[src/rtl/resta_pf_seq_if.sv]
// resta_pf_seq_if: operand and result channels of the multi-cycle float subtractor.
//
// Handshake rules (both channels): a transfer happens on a rising clk edge
// where valid && ready are both high. A producer keeps valid and its payload
// stable until the transfer; ready may rise or fall freely. in_ready is high
// only while the block is idle. out_valid stays high, with result stable,
// until out_ready is seen.
interface resta_pf_seq_if;
   logic        in_valid;
   logic        in_ready;
   logic [31:0] a;
   logic [31:0] b;
   logic        out_valid;
   logic        out_ready;
   logic [31:0] result;
   logic        busy;

   // Producer/consumer side (testbench or surrounding datapath)
   modport master (
      output in_valid, a, b, out_ready,
      input  in_ready, out_valid, result, busy
   );

   // Subtractor side
   modport slave (
      input  in_valid, a, b, out_ready,
      output in_ready, out_valid, result, busy
   );
endinterface

[src/rtl/resta_pf_seq.sv]
// resta_pf_seq: iterative IEEE-754 single-precision subtractor, result = a - b,
// round-toward-zero. b's sign is flipped at capture so the core is an adder.
// One alignment or normalisation shift per cycle.
// Optional build macro PF_SPECIAL_EN: decode exponent-255 inputs (NaN/inf)
// and produce inf on overflow; without it exp 255 is an ordinary exponent
// and overflow saturates to the largest finite value.
module resta_pf_seq #(
   parameter int MAX_ALIGN = 27
) (
   input  logic           clk,
   input  logic           rst_n,
   resta_pf_seq_if.slave  bus,
   output logic [2:0]     dbg_state_o
);

   typedef enum logic [2:0] {
      S_IDLE   = 3'd0,
      S_UNPACK = 3'd1,
      S_ALIGN  = 3'd2,
      S_ADD    = 3'd3,
      S_NORM   = 3'd4,
      S_PACK   = 3'd5,
      S_DONE   = 3'd6
   } state_t;

   localparam logic [7:0] CAP = 8'(MAX_ALIGN);

   // Significand layout (28 bits): [27] carry, [26] hidden, [25:3] fraction,
   // [2:0] guard/round/sticky.
   state_t      state_q, state_d;
   logic [31:0] a_q, a_d;
   logic [31:0] b_q, b_d;          // sign already inverted
   logic        s1_q, s1_d;
   logic        s2_q, s2_d;
   logic [9:0]  e1_q, e1_d;        // wide enough for the carry increment
   logic [27:0] m1_q, m1_d;
   logic [27:0] m2_q, m2_d;
   logic [7:0]  diff_q, diff_d;
   logic [31:0] result_q, result_d;

   // Unpack decode of the captured operands
   logic [7:0]  ea, eb, e_big, e_small, raw_diff;
   logic [27:0] sig_a, sig_b, m_big, m_small;
   logic [30:0] mag_a, mag_b;
   logic        a_ge_b, s_big, s_small;

   // Decode both operands, flush exponent-0 values to zero and order by magnitude
   always_comb begin
      ea       = a_q[30:23];
      eb       = b_q[30:23];
      sig_a    = (ea == 8'd0) ? 28'd0 : {2'b01, a_q[22:0], 3'b000};
      sig_b    = (eb == 8'd0) ? 28'd0 : {2'b01, b_q[22:0], 3'b000};
      mag_a    = {ea, (ea == 8'd0) ? 23'd0 : a_q[22:0]};
      mag_b    = {eb, (eb == 8'd0) ? 23'd0 : b_q[22:0]};
      a_ge_b   = (mag_a >= mag_b);
      s_big    = a_ge_b ? a_q[31] : b_q[31];
      s_small  = a_ge_b ? b_q[31] : a_q[31];
      e_big    = a_ge_b ? ea : eb;
      e_small  = a_ge_b ? eb : ea;
      m_big    = a_ge_b ? sig_a : sig_b;
      m_small  = a_ge_b ? sig_b : sig_a;
      raw_diff = e_big - e_small;
   end

`ifdef PF_SPECIAL_EN
   logic        is_spec;
   logic [31:0] spec_val;
   logic        a_nan, b_nan, a_inf, b_inf;

   // Classify NaN/inf operands; the result is fixed without any arithmetic
   always_comb begin
      a_nan   = (ea == 8'hFF) && (a_q[22:0] != 23'd0);
      b_nan   = (eb == 8'hFF) && (b_q[22:0] != 23'd0);
      a_inf   = (ea == 8'hFF) && (a_q[22:0] == 23'd0);
      b_inf   = (eb == 8'hFF) && (b_q[22:0] == 23'd0);
      is_spec = (ea == 8'hFF) || (eb == 8'hFF);
      if (a_nan || b_nan || (a_inf && b_inf && (a_q[31] != b_q[31])))
         spec_val = 32'h7FC0_0000;
      else if (a_inf)
         spec_val = {a_q[31], 31'h7F80_0000};
      else
         spec_val = {b_q[31], 31'h7F80_0000};
   end
`endif

   // Next-state and datapath updates for every FSM state
   always_comb begin
      state_d  = state_q;
      a_d      = a_q;
      b_d      = b_q;
      s1_d     = s1_q;
      s2_d     = s2_q;
      e1_d     = e1_q;
      m1_d     = m1_q;
      m2_d     = m2_q;
      diff_d   = diff_q;
      result_d = result_q;

      case (state_q)
         S_IDLE: begin
            if (bus.in_valid) begin
               a_d     = bus.a;
               b_d     = {~bus.b[31], bus.b[30:0]};
               state_d = S_UNPACK;
            end
         end

         S_UNPACK: begin
            s1_d = s_big;
            s2_d = s_small;
            e1_d = {2'b00, e_big};
            m1_d = m_big;
            if (raw_diff > CAP) begin
               // Too far below op1 to matter except as a sticky contribution
               diff_d = CAP;
               m2_d   = {27'd0, |m_small};
            end else begin
               diff_d = raw_diff;
               m2_d   = m_small;
            end
            state_d = (diff_d != 8'd0) ? S_ALIGN : S_ADD;
`ifdef PF_SPECIAL_EN
            if (is_spec)
               state_d = S_PACK;
`endif
         end

         S_ALIGN: begin
            m2_d   = {1'b0, m2_q[27:2], m2_q[1] | m2_q[0]};
            diff_d = diff_q - 8'd1;
            if (diff_q == 8'd1)
               state_d = S_ADD;
         end

         S_ADD: begin
            // op1 >= op2 in magnitude, so the difference cannot go negative
            m1_d    = (s1_q == s2_q) ? (m1_q + m2_q) : (m1_q - m2_q);
            state_d = S_NORM;
         end

         S_NORM: begin
            if (m1_q[27]) begin
               m1_d    = {1'b0, m1_q[27:2], m1_q[1] | m1_q[0]};
               e1_d    = e1_q + 10'd1;
               state_d = S_PACK;
            end else if (m1_q == 28'd0) begin
               // Exact cancellation is always +0
               s1_d    = 1'b0;
               e1_d    = 10'd0;
               state_d = S_PACK;
            end else if (m1_q[26]) begin
               state_d = S_PACK;
            end else if (e1_q > 10'd1) begin
               m1_d = m1_q << 1;
               e1_d = e1_q - 10'd1;
            end else begin
               // Would be denormal: flush, keeping the sign
               m1_d    = 28'd0;
               e1_d    = 10'd0;
               state_d = S_PACK;
            end
         end

         S_PACK: begin
            if (e1_q >= 10'd255) begin
`ifdef PF_SPECIAL_EN
               result_d = {s1_q, 31'h7F80_0000};
`else
               result_d = {s1_q, 31'h7F7F_FFFF};
`endif
            end else begin
               result_d = {s1_q, e1_q[7:0], m1_q[25:3]};
            end
`ifdef PF_SPECIAL_EN
            if (is_spec)
               result_d = spec_val;
`endif
            state_d = S_DONE;
         end

         S_DONE: begin
            if (bus.out_ready)
               state_d = S_IDLE;
         end

         default: state_d = S_IDLE;
      endcase
   end

   // State and datapath registers; reset abandons any operation in flight
   always_ff @(posedge clk or negedge rst_n) begin
      if (!rst_n) begin
         state_q  <= S_IDLE;
         a_q      <= 32'd0;
         b_q      <= 32'd0;
         s1_q     <= 1'b0;
         s2_q     <= 1'b0;
         e1_q     <= 10'd0;
         m1_q     <= 28'd0;
         m2_q     <= 28'd0;
         diff_q   <= 8'd0;
         result_q <= 32'd0;
      end else begin
         state_q  <= state_d;
         a_q      <= a_d;
         b_q      <= b_d;
         s1_q     <= s1_d;
         s2_q     <= s2_d;
         e1_q     <= e1_d;
         m1_q     <= m1_d;
         m2_q     <= m2_d;
         diff_q   <= diff_d;
         result_q <= result_d;
      end
   end

   assign bus.in_ready  = (state_q == S_IDLE);
   assign bus.busy      = (state_q != S_IDLE);
   assign bus.out_valid = (state_q == S_DONE);
   assign bus.result    = result_q;
   assign dbg_state_o   = state_q;

endmodule

[src/flat_wrapper.sv]
// flat-port wrapper written by rule: the top's interface ports become plain ports
module resta_pf_seq_flat 
#(
   parameter int MAX_ALIGN = 27
)
  (clk, rst_n, dbg_state_o, bus_in_valid, bus_a, bus_b, bus_out_ready, bus_in_ready, bus_out_valid, bus_result, bus_busy);
  resta_pf_seq_if bus_i ();
  input  logic clk;
  input  logic rst_n;
  output logic [2:0] dbg_state_o;
  input wire logic [$bits(bus_i.in_valid)-1:0] bus_in_valid;
  input wire logic [$bits(bus_i.a)-1:0] bus_a;
  input wire logic [$bits(bus_i.b)-1:0] bus_b;
  input wire logic [$bits(bus_i.out_ready)-1:0] bus_out_ready;
  output wire logic [$bits(bus_i.in_ready)-1:0] bus_in_ready;
  output wire logic [$bits(bus_i.out_valid)-1:0] bus_out_valid;
  output wire logic [$bits(bus_i.result)-1:0] bus_result;
  output wire logic [$bits(bus_i.busy)-1:0] bus_busy;
  assign bus_i.in_valid = bus_in_valid;
  assign bus_i.a = bus_a;
  assign bus_i.b = bus_b;
  assign bus_i.out_ready = bus_out_ready;
  assign bus_in_ready = bus_i.in_ready;
  assign bus_out_valid = bus_i.out_valid;
  assign bus_result = bus_i.result;
  assign bus_busy = bus_i.busy;
  resta_pf_seq #(.MAX_ALIGN(MAX_ALIGN)) u_core (.clk(clk), .rst_n(rst_n), .bus(bus_i), .dbg_state_o(dbg_state_o));
endmodule
[config.mk]
export PLATFORM = sky130hd
export DESIGN_NAME = resta_pf_seq_flat
export DESIGN_NICKNAME = d
export VERILOG_FILES = /design/src/rtl/resta_pf_seq_if.sv /design/src/rtl/resta_pf_seq.sv /design/src/flat_wrapper.sv
export SDC_FILE = /design/constraint.sdc
export NUM_CORES = 1
export LEC_CHECK = 0
export CAP_MARGIN = 10
export CORE_MARGIN = 2
export CORE_UTILIZATION = 40
export CTS_CLUSTER_DIAMETER = 50
export DETAILED_ROUTE_END_ITERATION = 16
export PLACE_DENSITY = 0.61
export SKIP_LAST_GASP = 1
export SLEW_MARGIN = 5
export SYNTH_ARGS = -nofsm -noshare
export SYNTH_HDL_FRONTEND = slang
export SYNTH_SLANG_ARGS = --single-unit
export TNS_END_PERCENT = 5
[constraint.sdc]
create_clock -name clk -period 6.3 [get_ports clk]
set_input_delay 0.945 -clock clk [delete_from_list [all_inputs] [get_ports clk]]
set_output_delay 0.945 -clock clk [all_outputs]
set_load 0.02 [all_outputs]
; ---- Word-level counts from Yosys, hierarchy flattened
; Index checks and enable logic that the tools add are counted.
[word_totals]
ff_bits = 175
inputBits = 68
output_inout_bits = 38
word_cells = 97
[op_classes]
add_sub_neg = 6
n_lt_le_gt_ge = 4
n_eq_ne = 17
mux = 39
bitwise = 3
n_reduce_logical = 16
[ops]
columns = operator, count
row1 = $mux 28, 7
row2 = $pmux 28 s3, 1
row3 = $mux 27, 3
row4 = $pmux 28 s2, 1
row5 = $mux 23, 2
row6 = $mux 10, 4
row7 = $mux 8, 4
row8 = $ge 31x31->1, 1
row9 = $mux 31, 1
row10 = $add 28x28->28, 1
row11 = $logic_not 28->1, 1
row12 = $reduce_or 28->1, 1
row13 = $sub 28x28->28, 1
row14 = $mux 3, 7
row15 = $pmux 3 s7, 1
row16 = $pmux 10 s2, 1
row17 = $logic_not 8->1, 2
row18 = $pmux 8 s2, 1
row19 = $add 10x1->10 const B, 1
row20 = $ge 10x8->1 const B, 1
row21 = $gt 10x1->1 const B, 1
row22 = $sub 10x1->10 const B, 1
row23 = $eq 3x3->1 const B, 3
row24 = $eq 8x1->1 const B, 1
row25 = 22 further kinds, 37

; ---- Depth between registers and ports, before layout
; Gate-level depths: netlist of run 1.
[logic_depth]
depth_word = 11
depth_mapped = 22
depth_no_buf = 20

; ---- Least setup slack after synthesis of run 1
; No wires, ideal clock.
[synth_timing]
path_kind = reg2reg
startpoint = reg u_core.a_q[28]
endpoint = reg u_core.m2_q[21]
setup_ns = 0.076
arrival_time_ns = 4.809
required_time_ns = 6.224
path_slack_ns = 1.414
path_stages_with_launch = 23
path_buffers = 3
synth_period_minus_slack_ns = 4.886
path_cell_list = dfrtp_1 > nor4_1 > nand2_1 > clkbuf_1 > and2_1 > ha_1 > a21oi_1 > o21a_1 > nor3_1 > o41a_1 > nor3_2 > clkbuf_1 > mux2i_1 > ha_1 > nand2_1 > nand2_1 > nor4_1 > nor2_1 > o2111a_1 > o31ai_4 > buf_4 > nand3_1 > o21ai_1
[synth_via]
elab_chain_len = 8
word_cells_on_any_way = 11
cone_classes = 1 x add/sub / 2 x order compare / 7 x mux / 1 x reduce/logical
[synth_lines]
columns = item, line_no
row1 = start: declaration, resta_pf_seq.sv:31  ; logic [31:0] a_q, a_d;
row2 = start signal: assignment, resta_pf_seq.sv:194  ; a_q <= 32'd0;
row3 = start signal: assignment, resta_pf_seq.sv:205  ; a_q <= a_d;
row4 = $logic_not 8->1, "resta_pf_seq.sv:51, resta_pf_seq.sv:53"
row5 = $mux 23, resta_pf_seq.sv:53  ; mag_a = {ea, (ea == 8'd0) ? 23'd0 : a_q[22:0]};
row6 = $ge 31x31->1, resta_pf_seq.sv:55  ; a_ge_b = (mag_a >= mag_b);
row7 = $mux 8 (on tied branches), "resta_pf_seq.sv:58, resta_pf_seq.sv:59"
row8 = $sub 8x8->8, resta_pf_seq.sv:62  ; raw_diff = e_big - e_small;
row9 = $gt 8x5->1, resta_pf_seq.sv:113  ; if (raw_diff > CAP) begin
row10 = $mux 28 *, resta_pf_seq.sv:113
row11 = $pmux 28 s2 *, resta_pf_seq.sv:99  ; case (state_q)
row12 = end signal: assignment, resta_pf_seq.sv:211  ; m2_q <= m2_d;
row13 = end: declaration, resta_pf_seq.sv:37  ; logic [27:0] m2_q, m2_d;
; Mark *: on every way between the ends. The rest lies on a longest branch, timed or not.
; A chain may end at the register's enable or synchronous reset.

; ---- Worst setup path in the final report of run 1
[layout_timing]
startpoint = reg u_core.b_q[27]
endpoint = reg u_core.m2_q[19]
[layout_via]
elab_chain_len = 8
word_cells_on_any_way = 11
cone_classes = 1 x add/sub / 2 x order compare / 7 x mux / 1 x reduce/logical
[layout_lines]
columns = item, line_no
row1 = start: declaration, resta_pf_seq.sv:32  ; logic [31:0] b_q, b_d;
row2 = start signal: assignment, resta_pf_seq.sv:195  ; b_q <= 32'd0;
row3 = start signal: assignment, resta_pf_seq.sv:206  ; b_q <= b_d;
row4 = $logic_not 8->1, "resta_pf_seq.sv:52, resta_pf_seq.sv:54"
row5 = $mux 23, resta_pf_seq.sv:54  ; mag_b = {eb, (eb == 8'd0) ? 23'd0 : b_q[22:0]};
row6 = $ge 31x31->1, resta_pf_seq.sv:55
row7 = $mux 8 (on tied branches), "resta_pf_seq.sv:58, resta_pf_seq.sv:59"
row8 = $sub 8x8->8, resta_pf_seq.sv:62
row9 = $gt 8x5->1, resta_pf_seq.sv:113
row10 = $mux 28 *, resta_pf_seq.sv:113
row11 = $pmux 28 s2 *, resta_pf_seq.sv:99
; Marked as above.

==> impl_metrics.toml, run 1 <==
[synth]
muxShareOfSynthArea = 0.0591
avgSynthCellArea_um2 = 8.75
synth_xor_area_frac = 0.0385
synth_edf_count = 0
ys.flop_type = "dfrtp_1"
seq_area_frac_synth = 0.368
synth_top_family_by_area = "compound AO/OA/AOI/OAI gates"
synth_compound_area_frac = 0.235
async_flop_share = 1.00
synth.distinct_cells = 77
ys_seq_elements = 174
synth_nets = 1485
synth_warnings = 0
post_synth_and_or_nand_nor_area_fraction = 0.189
postSynthCellCount = 1352
synthAdderAreaFrac = 0.0694
synth_area_um2 = 11800

[sta]
fin_crit_sh = 0.872
finalMaxSlewViolations = 0
hold_violations = 0
worst_pin_slew_ps = 1150
slew_headroom = 0.228
fin_tns_setup_ps = 0
fmax_mhz = 182
setup-violations-final = 0
min_period_ps = 5490
rsz0062_at_grt = "false"
clock_skew_ps = 16.0

[global_routing]
grtUsageTotal = 0.213
antenna_found_initial = 0
grt_pass1_vias = 9841
grt_pass1_wl_mm = 52.6
grt_max_degree = 63
overflow = 0

[place]
port_buffers = 105
routabilityCongestion = 0.913
dp_hpwl_mm = 24.5

[final_layout]
layout_common_cells = "nand2_1, dfrtp_1, o21ai_0"
syn_to_final_growth_pct = 16.3
nets = 1543
drive_gt1_frac = 0.0914
fillers = 2733
post-route-util = 0.475
num_antenna_cells = 0
final_common_cell = "nand2_1"

[worst_setup_path]
worstSetupPathType = "reg -> reg"
path_common_cell = "nand2_1"
worstSetupStartpointType = "register"
path_buf_inv = 2
critPathRequiredTime_ps = 6610
cpMaxStageDelayCell = "nand2_1"
r2r_slack_ps = 810
cp_slowest_stage_delay_ps = 530
reg2regPathDepth = 21
path_max_fanout = 25
crit_chain = "nor4_1, nand2_1, buf_4, nand2_1, ha_1, nand4_1, nor4_4, nand2_2, nor4_4, nor3_4, mux2i_1, ha_1, nand2_1, nand2_1, a31oi_1, nor2_1, nor4_1, a211o_1, o311ai_4, buf_4, o21ai_1"
r2r_start = "u_core.b_q[27]"
rr_endpoint = "u_core.m2_q[19]"
worstPathArrival_ps = 5800
cp_top_family = "simple AND/OR/NAND/NOR gates"
crit_path_end_kind = "register"

[cts]
htree_levels = 4
cts_tree = "built"
cts_buffers = 17
cts_hold_buf = 0
post_cts_buffers = 0
clockRootBuffer = "clkbuf_16"
cts_num_sinks = 174
clk_latency_ps = 440
cts_resized = 0
clock_path_buffers = 2
cts.clk_slew.worst_paths_ps = 80

[route]
drt_iter0_markers = 854
wl_mm = 32.9
postRouteAntennaNets = 0
dr_total_vias = 10500
avgViaCountPerCell = 5.81
drc = 0
firstDrtPassIters = 8
wl_per_cell_um = 18.2

[worst_hold_path]
hp-class = "in -> async"

[outcome]
run_status = "finished, final reports clean"

[die]
dieArea_um2 = 31000
die_x_um = 176
start_util = 0.409
io_pins = 106
placementRows = 62
fp.dieH_um = 176
fp.coreArea_um2 = 28900

[run]
maxCapViolations = 0
-- logic make-up (layout without fill, tap and decap cells) --
kind of cell	Yosys count	after routing
AND/OR/NAND/NOR	465	465
AO/OA/AOI/OAI	413	413
flip-flops	174	174
buffers and inverters	120	191
adder cells (fa/ha/maj)	65	65
multiplexers	63	63
XOR/XNOR	52	52
-- final cells by class --
class / count / area (µm²) / area share
Inverter: 37 / 139 / 0.0101
Clock inverter: 14 / 148 / 0.0107
Clock buffer: 18 / 439 / 0.0319
Timing Repair Buffer: 122 / 1180 / 0.0858
Tap cell: 384 / 480 / 0.0349
Multi-Input combinational cell: 1058 / 7010 / 0.510
Sequential cell: 174 / 4350 / 0.317
-- registers in the layout, indices dropped and copies added, names as in the netlist --
| signal | cells |
|---|---|
| u_core.dbg_state_o | 3 |
| u_core.m1_q | 28 |
| u_core.b_q | 32 |
| u_core.diff_q | 8 |
| u_core.a_q | 32 |
| u_core.bus.result | 32 |
| u_core.e1_q | 10 |
| u_core.s1_q | 1 |
| u_core.m2_q | 27 |
| u_core.s2_q | 1 |
-- Yosys cell counts (all sizes together) (27+ instances only) --
cell type	instances	area [µm²]
inv	37	139
nand3	45	238
a21oi	58	290
clkbuf	68	255
and2	31	194
nand2	177	667
o21ai	139	696
o22a	31	272
nor2	92	345
dfrtp	174	4350
mux2	55	619
xnor2	38	333
nor3	27	140
a31oi	32	215
ha	64	801
-- stage by stage --
| step | cells | hold WS (ps) | cell area (µm²) | setup slack, ps |
|---|---|---|---|---|
| after floorplan | 1352 | 447 | 11800 | 1410 |
| after global placement | 1775 | 463 | 13200 | 1030 |
| after detailed placement | 1775 | 480 | 13200 | 889 |
| after CTS | 1807 | 467 | 13800 | 864 |
| after global routing | 1807 | 480 | 13800 | 353 |
| final | 1807 | 441 | 13800 | 809 |
-- worst register-to-register path, cell delays in order (launching register included) --
cell and delay [ps]:
dfrtp_1 410, nor4_1 430, nand2_1 530, buf_4 360, nand2_1 100, ha_1 170
nand4_1 180, nor4_4 340, nand2_2 150, nor4_4 510, nor3_4 90, mux2i_1 160
ha_1 180, nand2_1 70, nand2_1 80, a31oi_1 50, nor2_1 260, nor4_1 90
a211o_1 270, o311ai_4 450, buf_4 350, o21ai_1 120
-- worst max-delay path by stage --
stage,startpoint,to,slack (ps),cells after the start
2_1_floorplan,u_core.a_q[28],u_core.m2_q[21],1410,22
3_3_place_gp,u_core.b_q[23],u_core.m2_q[15],1030,21
3_5_place_dp,u_core.b_q[23],u_core.m2_q[15],890,21
4_1_cts,u_core.b_q[27],u_core.m2_q[19],860,21
5_1_grt,u_core.b_q[27],u_core.m2_q[23],350,21
6_report,u_core.b_q[27],u_core.m2_q[19],810,21
-- layer usage --
layer	track usage	part of all wire
met4	0.0565	0.016
met2	0.321	0.42
met5	0	0
met3	0.0256	0.058
met1	0.323	0.50
Power of run 1 is not shown: default switching activity piles up to over one toggle a cycle in this logic, so the estimate is an artifact.
==> run 2: changes to the inputs <==
--- a/config.mk
+++ b/config.mk
@@ -16,4 +16,4 @@
 export SYNTH_ARGS = -nofsm -noshare
 export SYNTH_HDL_FRONTEND = slang
 export SYNTH_SLANG_ARGS = --single-unit
-export TNS_END_PERCENT = 5
+export TNS_END_PERCENT = 30
==> results of run 2 <==
Final layout, timing and power as in run 1 (identical DEF).
Power of run 2 is left out for the same reason.
